## src/rtl/div_sequencer.sv

```systemverilog
// Req/Ack front end for the shift/subtract divider: screens divide-by-zero and quotient overflow,
// launches the divider, waits for Done under a watchdog. Signed support is enabled by DIV_SIGNED_EN.
module div_sequencer #(
  parameter int WIDTH   = 8,
  parameter int TIMEOUT = 40
) (
  input  logic               Clock,
  input  logic               ResetN,
  input  logic               Req,
  input  logic               Signed,
  input  logic [2*WIDTH-1:0] A,
  input  logic [WIDTH-1:0]   B,
  output logic               Ack,
  output logic               Busy,
  output logic               Valid,
  output logic [WIDTH-1:0]   Quotient,
  output logic [WIDTH-1:0]   Remainder,
  output logic               DivZero,
  output logic               Overflow,
  output logic               Timeout,
  output logic [2*WIDTH-1:0] Div_Dividend,
  output logic [WIDTH-1:0]   Div_Divisor,
  output logic               Div_Start,
  input  logic [WIDTH-1:0]   Div_Quotient,
  input  logic [WIDTH-1:0]   Div_Remainder,
  input  logic               Div_Done
);

  localparam int            DW  = 2 * WIDTH;
  localparam int            CW  = $clog2(TIMEOUT + 1);
  localparam logic [CW-1:0] TMO = CW'(TIMEOUT);

  typedef enum logic [2:0] {
    S_IDLE   = 3'd0,
    S_CHECK  = 3'd1,
    S_LAUNCH = 3'd2,
    S_WAIT   = 3'd3,
    S_FIX    = 3'd4,
    S_DONE   = 3'd5
  } state_t;

  state_t           state_q, state_d;
  logic [DW-1:0]    a_q, a_d;
  logic [WIDTH-1:0] b_q, b_d;
  logic [CW-1:0]    cnt_q, cnt_d;
  logic [WIDTH-1:0] qraw_q, qraw_d;
  logic [WIDTH-1:0] rraw_q, rraw_d;
  logic [WIDTH-1:0] quot_q, quot_d;
  logic [WIDTH-1:0] rem_q, rem_d;
  logic             divz_q, divz_d;
  logic             ovf_q, ovf_d;
  logic             tmo_q, tmo_d;
  logic [DW-1:0]    dvd_q, dvd_d;
  logic [WIDTH-1:0] dvs_q, dvs_d;
  logic [DW-1:0]    mag_a;
  logic [WIDTH-1:0] mag_b;

`ifdef DIV_SIGNED_EN
  localparam logic [WIDTH-1:0] QMIN_MAG = {1'b1, {(WIDTH-1){1'b0}}};

  logic sgn_q, sgn_d;
  logic qneg_q, qneg_d;
  logic rneg_q, rneg_d;
  logic neg_a, neg_b;
  logic fix_ovf;

  // Operand magnitudes and the signed range test on the divider's magnitude quotient.
  always_comb begin
    neg_a   = sgn_q & a_q[DW-1];
    neg_b   = sgn_q & b_q[WIDTH-1];
    mag_a   = neg_a ? (~a_q + 1'b1) : a_q;
    mag_b   = neg_b ? (~b_q + 1'b1) : b_q;
    fix_ovf = qneg_q ? (qraw_q > QMIN_MAG) : qraw_q[WIDTH-1];
  end
`else
  logic unused_signed;

  assign unused_signed = Signed;
  assign mag_a         = a_q;
  assign mag_b         = b_q;
`endif

  // Next-state and datapath update for the request sequence.
  always_comb begin
    state_d = state_q;
    a_d     = a_q;
    b_d     = b_q;
    cnt_d   = cnt_q;
    qraw_d  = qraw_q;
    rraw_d  = rraw_q;
    quot_d  = quot_q;
    rem_d   = rem_q;
    divz_d  = divz_q;
    ovf_d   = ovf_q;
    tmo_d   = tmo_q;
    dvd_d   = dvd_q;
    dvs_d   = dvs_q;
`ifdef DIV_SIGNED_EN
    sgn_d   = sgn_q;
    qneg_d  = qneg_q;
    rneg_d  = rneg_q;
`endif
    case (state_q)
      S_IDLE: begin
        if (Req) begin
          a_d     = A;
          b_d     = B;
`ifdef DIV_SIGNED_EN
          sgn_d   = Signed;
`endif
          quot_d  = '0;
          rem_d   = '0;
          divz_d  = 1'b0;
          ovf_d   = 1'b0;
          tmo_d   = 1'b0;
          state_d = S_CHECK;
        end else begin
          state_d = S_IDLE;
        end
      end
      S_CHECK: begin
        if (b_q == '0) begin
          divz_d  = 1'b1;
          state_d = S_DONE;
        end else if (mag_a[DW-1:WIDTH] >= mag_b) begin
          // Upper half not below the divisor: the quotient cannot fit in WIDTH bits.
          ovf_d   = 1'b1;
          state_d = S_DONE;
        end else begin
          dvd_d   = mag_a;
          dvs_d   = mag_b;
`ifdef DIV_SIGNED_EN
          qneg_d  = neg_a ^ neg_b;
          rneg_d  = neg_a;
`endif
          state_d = S_LAUNCH;
        end
      end
      S_LAUNCH: begin
        cnt_d   = '0;
        state_d = S_WAIT;
      end
      S_WAIT: begin
        // A Done seen while the counter is still zero is left over from the previous operation.
        if ((cnt_q != '0) && Div_Done) begin
          qraw_d  = Div_Quotient;
          rraw_d  = Div_Remainder;
          state_d = S_FIX;
        end else if (cnt_q == TMO) begin
          tmo_d   = 1'b1;
          quot_d  = '0;
          rem_d   = '0;
          state_d = S_DONE;
        end else begin
          cnt_d   = cnt_q + 1'b1;
        end
      end
      S_FIX: begin
`ifdef DIV_SIGNED_EN
        if (fix_ovf) begin
          ovf_d  = 1'b1;
          quot_d = '0;
          rem_d  = '0;
        end else begin
          quot_d = qneg_q ? (~qraw_q + 1'b1) : qraw_q;
          rem_d  = rneg_q ? (~rraw_q + 1'b1) : rraw_q;
        end
`else
        quot_d = qraw_q;
        rem_d  = rraw_q;
`endif
        state_d = S_DONE;
      end
      S_DONE: begin
        state_d = S_IDLE;
      end
      default: begin
        state_d = S_IDLE;
      end
    endcase
  end

  // State and datapath registers with synchronous active-low reset.
  always_ff @(posedge Clock) begin
    if (!ResetN) begin
      state_q <= S_IDLE;
      a_q     <= '0;
      b_q     <= '0;
      cnt_q   <= '0;
      qraw_q  <= '0;
      rraw_q  <= '0;
      quot_q  <= '0;
      rem_q   <= '0;
      divz_q  <= 1'b0;
      ovf_q   <= 1'b0;
      tmo_q   <= 1'b0;
      dvd_q   <= '0;
      dvs_q   <= '0;
`ifdef DIV_SIGNED_EN
      sgn_q   <= 1'b0;
      qneg_q  <= 1'b0;
      rneg_q  <= 1'b0;
`endif
    end else begin
      state_q <= state_d;
      a_q     <= a_d;
      b_q     <= b_d;
      cnt_q   <= cnt_d;
      qraw_q  <= qraw_d;
      rraw_q  <= rraw_d;
      quot_q  <= quot_d;
      rem_q   <= rem_d;
      divz_q  <= divz_d;
      ovf_q   <= ovf_d;
      tmo_q   <= tmo_d;
      dvd_q   <= dvd_d;
      dvs_q   <= dvs_d;
`ifdef DIV_SIGNED_EN
      sgn_q   <= sgn_d;
      qneg_q  <= qneg_d;
      rneg_q  <= rneg_d;
`endif
    end
  end

  // Ack lands in the capturing IDLE cycle itself, so it is decoded from Req rather than registered.
  assign Ack          = ResetN & Req & (state_q == S_IDLE);
  assign Busy         = (state_q != S_IDLE);
  assign Valid        = (state_q == S_DONE);
  assign Div_Start    = (state_q == S_LAUNCH);
  assign Quotient     = quot_q;
  assign Remainder    = rem_q;
  assign DivZero      = divz_q;
  assign Overflow     = ovf_q;
  assign Timeout      = tmo_q;
  assign Div_Dividend = dvd_q;
  assign Div_Divisor  = dvs_q;

endmodule

```

## config.mk

```make
export PLATFORM = sky130hd
export DESIGN_NAME = div_sequencer
export DESIGN_NICKNAME = d
export VERILOG_FILES = /design/src/rtl/div_sequencer.sv
export SDC_FILE = /design/constraint.sdc
export NUM_CORES = 1
export LEC_CHECK = 0
export ABC_AREA = 0
export ABC_CLOCK_PERIOD_IN_PS = 2100
export CORE_MARGIN = 2
export CORE_UTILIZATION = 35
export CTS_CLUSTER_DIAMETER = 120
export DETAILED_ROUTE_END_ITERATION = 8
export GPL_TIMING_DRIVEN = 1
export HOLD_SLACK_MARGIN = 0.08
export SLEW_MARGIN = 20
export SYNTH_ARGS = -nofsm -noshare
export SYNTH_HDL_FRONTEND = slang
export SYNTH_SLANG_ARGS = --single-unit
```

## constraint.sdc

```tcl
create_clock -name Clock -period 2.1 [get_ports Clock]
set_clock_uncertainty 0.15 [all_clocks]
set_input_delay 0.63 -clock Clock [delete_from_list [all_inputs] [get_ports Clock]]
set_output_delay 0.63 -clock Clock [all_outputs]
set_load 0.02 [all_outputs]
```

==> impl_metrics.json, run 1 <==
{
  "routedWlPerCell_um": 13.73,
  "n_antenna_cell": 0,
  "leakage_nw": 2.324,
  "syn_inst": 448,
  "die_w_um": 109.1,
  "drt_iter0_drc": 118,
  "clk_latency_ns": 0.36,
  "final_nets": 629,
  "die_area_mm2": 0.01191,
  "syn_nets": 503,
  "place_area_mm2": 0.005181,
  "syn_to_final_growth_pct": 48.19,
  "crit_cells": 9,
  "yosys_register_bits": 92,
  "n_fill_cell": 1004,
  "mostFrequentLayoutCells": "nand2_1, dfxtp_1, buf_4, clkdlybuf4s50_1",
  "cts_sinks": 92,
  "final_layout_size_suffix_gt1_frac": 0.2107,
  "cts_tree": "built",
  "relSlewSlack": 0.2960,
  "grtUsageTotal": 0.1682,
  "switching_share": 0.3330,
  "critPathMaxFanout": 8,
  "internal-power_mw": 3.633,
  "required_ns": 2.25,
  "viasPerCell": 4.743,
  "htree_levels": 3,
  "endpoint_kind": "flip-flop",
  "powerDensity_mw_per_mm2": 950.0,
  "cts_buffer_depth": 2,
  "ir_worst_vdd_uv": 406.4,
  "ctsHoldBuffers": 0,
  "numPortBuffers": 90,
  "p_comb_frac": 0.373,
  "cp_num_buf_inv": 3,
  "seqCellArea_mm2": 0.001858,
  "drc": 0,
  "fin_crit_ns": 2.312,
  "grt_pass1_vias": 3313,
  "syn_area_mm2": 0.003869,
  "syn_avg_cell_area_um2": 8.636,
  "cts-root-buf": "clkbuf_8",
  "period_share": 1.101,
  "totalWireLength_um": 9870,
  "synth_seq_area_share": 0.4761,
  "multi_input_area_mm2": 0.002071,
  "run_status": "finished with violations",
  "switching_power_mw": 1.814,
  "min_path_cells": 2,
  "failed_checks": "negative setup slack",
  "vias": 3410,
  "core-area_mm2": 0.01079,
  "synth.distinct_cells": 35,
  "numCtsBuffers": 9,
  "ant_nets": 0,
  "die_y_um": 109.1,
  "yosys_warnings": 0,
  "arrival_ns": 2.46,
  "grt.overflow.total": 0,
  "grt_pass1_wl_um": 15810,
  "timing.final.hold_violations": 0,
  "hold_class": "flip-flop to flip-flop",
  "critPathTopFamily": "simple AND/OR/NAND/NOR gates",
  "cp_cell_sequence": "inv_2, ha_4, or4_4, a21oi_4, o31ai_4, nor4b_4, buf_6, clkbuf_16, mux2i_1",
  "reg2regPathDepth": 9,
  "num_rows": 38,
  "synth_edf_count": 0,
  "hpwl_um": 6440,
  "drv_slew": 0,
  "worst_pin_slew_ns": 1.056,
  "slowest_delay_ns": 0.54,
  "setup_slack_ns": -0.2120,
  "critPathKind": "flip-flop to flip-flop",
  "grt_max_degree": 70,
  "finalInstanceArea_mm2": 0.005733,
  "start_kind": "flip-flop",
  "max_freq_mhz": 432.5,
  "clkPwrFrac": 0.249,
  "rsz0062_at_grt": "true",
  "first_pass_iters": 5,
  "async_flop_share": 0,
  "clkSlewWorstSetupHoldPaths_ns": 0.10,
  "place.gp.congestion": 0.7892,
  "maxCapViolCount": 0,
  "ioPinCount": 92,
  "postLayoutCoreUtil": 0.5312,
  "setup_viol": 42,
  "worst_path_max_delay_cell": "or4_4",
  "ys.flop_type": "dfxtp_1",
  "final_common_cell": "nand2_1",
  "initial_core_util": 0.3585,
  "antenna_found_initial": 0,
  "pwr-share-seq": 0.378
}
## worst reg2reg max path, cell delays in order, from the launching register on
cell and delay (ns):
dfxtp_2 0.34, inv_2 0.04, ha_4 0.15, or4_4 0.54, a21oi_4 0.15, o31ai_4 0.08, nor4b_4 0.29, buf_6 0.17
clkbuf_16 0.17, mux2i_1 0.17
## worst paths after layout
| kind | from | endpoint | slack (ns) |
|---|---|---|---|
| hold / removal | Div_Dividend[10]$_SDFFE_PN0P_ | Div_Dividend[10]$_SDFFE_PN0P_ | 0.31 |
| hold reg to reg | Div_Dividend[10]$_SDFFE_PN0P_ | Div_Dividend[10]$_SDFFE_PN0P_ | 0.31 |
| setup / recovery | b_q[2]$_SDFFE_PN0P_ | Div_Divisor[3]$_SDFFE_PN0P_ | -0.21 |
| setup reg to reg | b_q[2]$_SDFFE_PN0P_ | Div_Divisor[3]$_SDFFE_PN0P_ | -0.21 |
## power by group through the flow
stage	clock network (mW)	registers (mW)	logic (mW)
final	1.36	2.06	2.03
after global routing	1.47	2.08	2.21
after CTS	1.40	2.05	1.85
after detailed placement	0	2.08	1.75
after global placement	0	2.07	1.72
after floorplan	0	2.11	0.940
## cells by family (layout without fill, tap and decap cells)
kind of cell	Yosys count	count (layout)	synth area share
multiplexers	25	25	0.06468
AO/OA/AOI/OAI	75	75	0.1417
buffers and inverters	40	171	0.04851
XOR/XNOR	4	4	0.009057
AND/OR/NAND/NOR	202	202	0.2277
adder cells (fa/ha/maj)	10	10	0.03234
flip-flops	92	92	0.4761
## sequential cells by signal, indices dropped and copies added, names as in the netlist
signal        cells
qraw_q            8
a_q              16
Remainder         8
Timeout           1
Overflow          1
Div_Dividend     16
Div_Divisor       8
Quotient          8
rraw_q            8
b_q               8
DivZero           1
state_q           3
cnt_q             6
## cell usage after synthesis (3+ instances only)
master / number / share of area
inv_1: 12 / 0.012
a22oi_1: 16 / 0.031
mux2i_1: 25 / 0.065
nand3_1: 10 / 0.013
a21boi_0: 41 / 0.080
o31a_1: 3 / 0.0068
nor2_1: 17 / 0.016
clkbuf_1: 21 / 0.020
buf_2: 3 / 0.0039
dfxtp_1: 92 / 0.48
or4_1: 3 / 0.0058
and2_1: 3 / 0.0049
a21oi_1: 5 / 0.0065
ha_1: 10 / 0.032
nor3_1: 7 / 0.0091
nor2b_1: 18 / 0.029
o31ai_1: 3 / 0.0058
nand2_1: 135 / 0.13
## cell type report
cell class | count | share of cell area
clock buffer | 9 | 0.02161
inverter | 12 | 0.007857
tap | 140 | 0.03055
sequential | 92 | 0.3241
clock inverter | 7 | 0.01833
timing repair buffer | 143 | 0.2364
multi-input combinational | 316 | 0.3612
## stage by stage
stage,std cells,setup WS [ns],power (mW),setup TNS [ns],hold slack [ns]
after global routing,719,-0.2922,5.764,-8.425,0.3294
after global placement,692,-0.5197,3.796,-6.245,0.2926
final,719,-0.2120,5.446,-5.723,0.3084
after detailed placement,692,-0.5360,3.829,-7.494,0.2952
after floorplan,448,-0.1164,3.051,-2.327,0.2883
after CTS,712,-0.2049,5.307,-5.420,0.3121
## routing by layer
metal  vias to the layer above  wire length [µm]  track usage
met2                        73              4792       0.2924
met1                      1585              4422       0.2044
met3                        12               529      0.04304
met4                         0               126      0.04762
met5                         -                 0            0
li1                       1740                 -            -
## repair_timing
item	in CTS	in global routing
pin swaps	2	8
hold endpoints to repair	0	0
gates resized for setup	98	31
gates cloned	1	2
buffers inserted	3	5
setup endpoints to repair	100	69
Note: power is estimated with default switching activity, not from simulation.
==> inputs of run 2 (changes only) <==
--- a/config.mk
+++ b/config.mk
@@ -7,11 +7,12 @@
 export LEC_CHECK = 0
 export ABC_AREA = 0
 export ABC_CLOCK_PERIOD_IN_PS = 2100
+export CAP_MARGIN = 20
 export CORE_MARGIN = 2
 export CORE_UTILIZATION = 35
 export CTS_CLUSTER_DIAMETER = 120
 export DETAILED_ROUTE_END_ITERATION = 8
-export GPL_TIMING_DRIVEN = 1
+export GPL_TIMING_DRIVEN = 0
 export HOLD_SLACK_MARGIN = 0.08
 export SLEW_MARGIN = 20
 export SYNTH_ARGS = -nofsm -noshare
==> impl_metrics.json, run 2 (synthesis results as in run 1) <==
{
  "seqCellArea_mm2": 0.001854,
  "required_ns": 2.25,
  "clkSlewWorstSetupHoldPaths_ns": 0.10,
  "relSlewSlack": 0.6069,
  "period_share": 1.128,
  "leakage_nw": 2.249,
  "ioPinCount": 92,
  "numPortBuffers": 90,
  "final_layout_size_suffix_gt1_frac": 0.2260,
  "num_rows": 38,
  "grtUsageTotal": 0.1827,
  "hold_class": "flip-flop to flip-flop",
  "syn_to_final_growth_pct": 50.74,
  "p_comb_frac": 0.376,
  "pwr-share-seq": 0.385,
  "critPathKind": "flip-flop to flip-flop",
  "first_pass_iters": 4,
  "multi_input_area_mm2": 0.002177,
  "maxCapViolCount": 0,
  "endpoint_kind": "flip-flop",
  "n_fill_cell": 1001,
  "setup_viol": 62,
  "switching_power_mw": 1.900,
  "antenna_found_initial": 1,
  "drv_slew": 0,
  "fin_crit_ns": 2.369,
  "cts-root-buf": "clkbuf_8",
  "cp_cell_sequence": "ha_4, or4_4, a21oi_4, o31ai_4, nor4b_2, buf_4, clkbuf_16, mux2i_1",
  "worst_path_max_delay_cell": "or4_4",
  "mostFrequentLayoutCells": "nand2_1, dfxtp_1, dlygate4sd2_1",
  "ir_worst_vdd_uv": 391.1,
  "final_cells": 724,
  "routedWlPerCell_um": 14.87,
  "totalWireLength_um": 10770,
  "die_area_mm2": 0.01191,
  "numCtsBuffers": 9,
  "run_status": "finished with violations",
  "max_freq_mhz": 422.2,
  "cts_buffer_depth": 2,
  "grt_max_degree": 19,
  "rsz0062_at_grt": "true",
  "viasPerCell": 4.855,
  "ant_nets": 0,
  "switching_share": 0.3507,
  "dp.cells": 678,
  "grt.overflow.total": 0,
  "setup_slack_ns": -0.2687,
  "worst_pin_slew_ns": 0.5897,
  "clk_latency_ns": 0.37,
  "final_nets": 634,
  "cts_sinks": 92,
  "n_antenna_cell": 0,
  "start_kind": "flip-flop",
  "final_common_cell": "nand2_1",
  "die_w_um": 109.1,
  "die_y_um": 109.1,
  "drc": 0,
  "core-area_mm2": 0.01079,
  "grt_pass1_wl_um": 16920,
  "cts_tree": "built",
  "powerDensity_mw_per_mm2": 928.8,
  "initial_core_util": 0.3585,
  "drt_iter0_drc": 68,
  "clkPwrFrac": 0.239,
  "slowest_delay_ns": 0.52,
  "place.gp.congestion": 0.7849,
  "internal-power_mw": 3.517,
  "arrival_ns": 2.52,
  "ctsHoldBuffers": 0,
  "place_area_mm2": 0.004955,
  "grt_pass1_vias": 3539,
  "htree_levels": 3,
  "timing.final.hold_violations": 0,
  "finalInstanceArea_mm2": 0.005832,
  "vias": 3515,
  "failed_checks": "negative setup slack",
  "critPathMaxFanout": 6,
  "hpwl_um": 7317
}
==> run 2: cell count changes in the layout (fill, tap and decap cells not counted), sizes merged <==
cell,change
clkinvlp,-1
dlygate4sd2,+5
clkinv,+2
bufinv,-1
dlymetal6s2s,-5
clkdlybuf4s15,+1
buf,-15
clkbuf,+19
==> run 2: layer usage <==
| metal | wire [µm] | track usage |
|---|---|---|
| met3 | 536 | 0.04005 |
| met2 | 5365 | 0.3287 |
| met1 | 4692 | 0.2114 |
| met5 | 13 | 0 |
| met4 | 159 | 0.06593 |
==> run 2: stage by stage <==
| stage | hold WS (ns) | worst slack [ns] | TNS [ns] | power, mW | utilization |
|---|---|---|---|---|---|
| 2_1_floorplan | 0.2883 | -0.1164 | -2.327 | 3.051 | - |
| 3_3_place_gp | 0.2950 | -1.196 | -32.90 | 3.528 | 0.4591 |
| 3_5_place_dp | 0.2990 | -1.207 | -36.17 | 3.562 | 0.4591 |
| 4_1_cts | 0.3140 | -0.2569 | -7.008 | 5.253 | 0.5181 |
| 5_1_grt | 0.3348 | -0.3371 | -11.60 | 5.685 | 0.5403 |
| 6_report | 0.3114 | -0.2687 | -7.234 | 5.417 | 0.5403 |
==> run 2: area by class of cell <==
type	count	share of cell area
clock buffers	9	0.02124
repair buffers	120	0.2008
inverters	12	0.007724
clock inverters	7	0.01588
flip-flops and latches	92	0.3180
multi-input cells	316	0.3733
well taps	140	0.03004
plain buffers	28	0.03304
==> run 2: final timing paths <==
check	start	endpoint	slack, ns	cells after the start
worst max-delay path	a_q[10]$_SDFFE_PN0P_	Div_Dividend[9]$_SDFFE_PN0P_	-0.27	8
worst min-delay path	a_q[5]$_SDFFE_PN0P_	Div_Dividend[5]$_SDFFE_PN0P_	0.31	2
worst max register to register	a_q[10]$_SDFFE_PN0P_	Div_Dividend[9]$_SDFFE_PN0P_	-0.27	8
worst min register to register	a_q[5]$_SDFFE_PN0P_	Div_Dividend[5]$_SDFFE_PN0P_	0.31	2
==> run 2: worst max-delay path, delay by kind of cell, from the launching register on <==
family                     cells  cell delay, ns
AOI/OAI and AO/OA              2            0.24
adders and majority gates      1            0.18
buffers and inverters          2            0.44
DFF                            1            0.37
muxes                          1            0.18
and+or+nand+nor                2            0.74
==> run 2: timing repair <==
| item | 4_1_cts | 5_1_grt |
|---|---|---|
| buffers inserted | 18 | 9 |
| resized for setup | 154 | 44 |
| endpoints found under the setup margin | 122 | 77 |
| gates cloned | 3 | 1 |
| pin swaps | 14 | 23 |
==> run 2: power by group through the flow <==
| stage | Clock, mW | Sequential [mW] | Combinational, mW |
|---|---|---|---|
| finish | 1.29 | 2.09 | 2.04 |
| CTS | 1.32 | 2.08 | 1.85 |
| global placement | 0 | 2.10 | 1.43 |
| detailed placement | 0 | 2.10 | 1.46 |
| global route | 1.38 | 2.11 | 2.20 |
| floorplan | 0 | 2.11 | 0.940 |
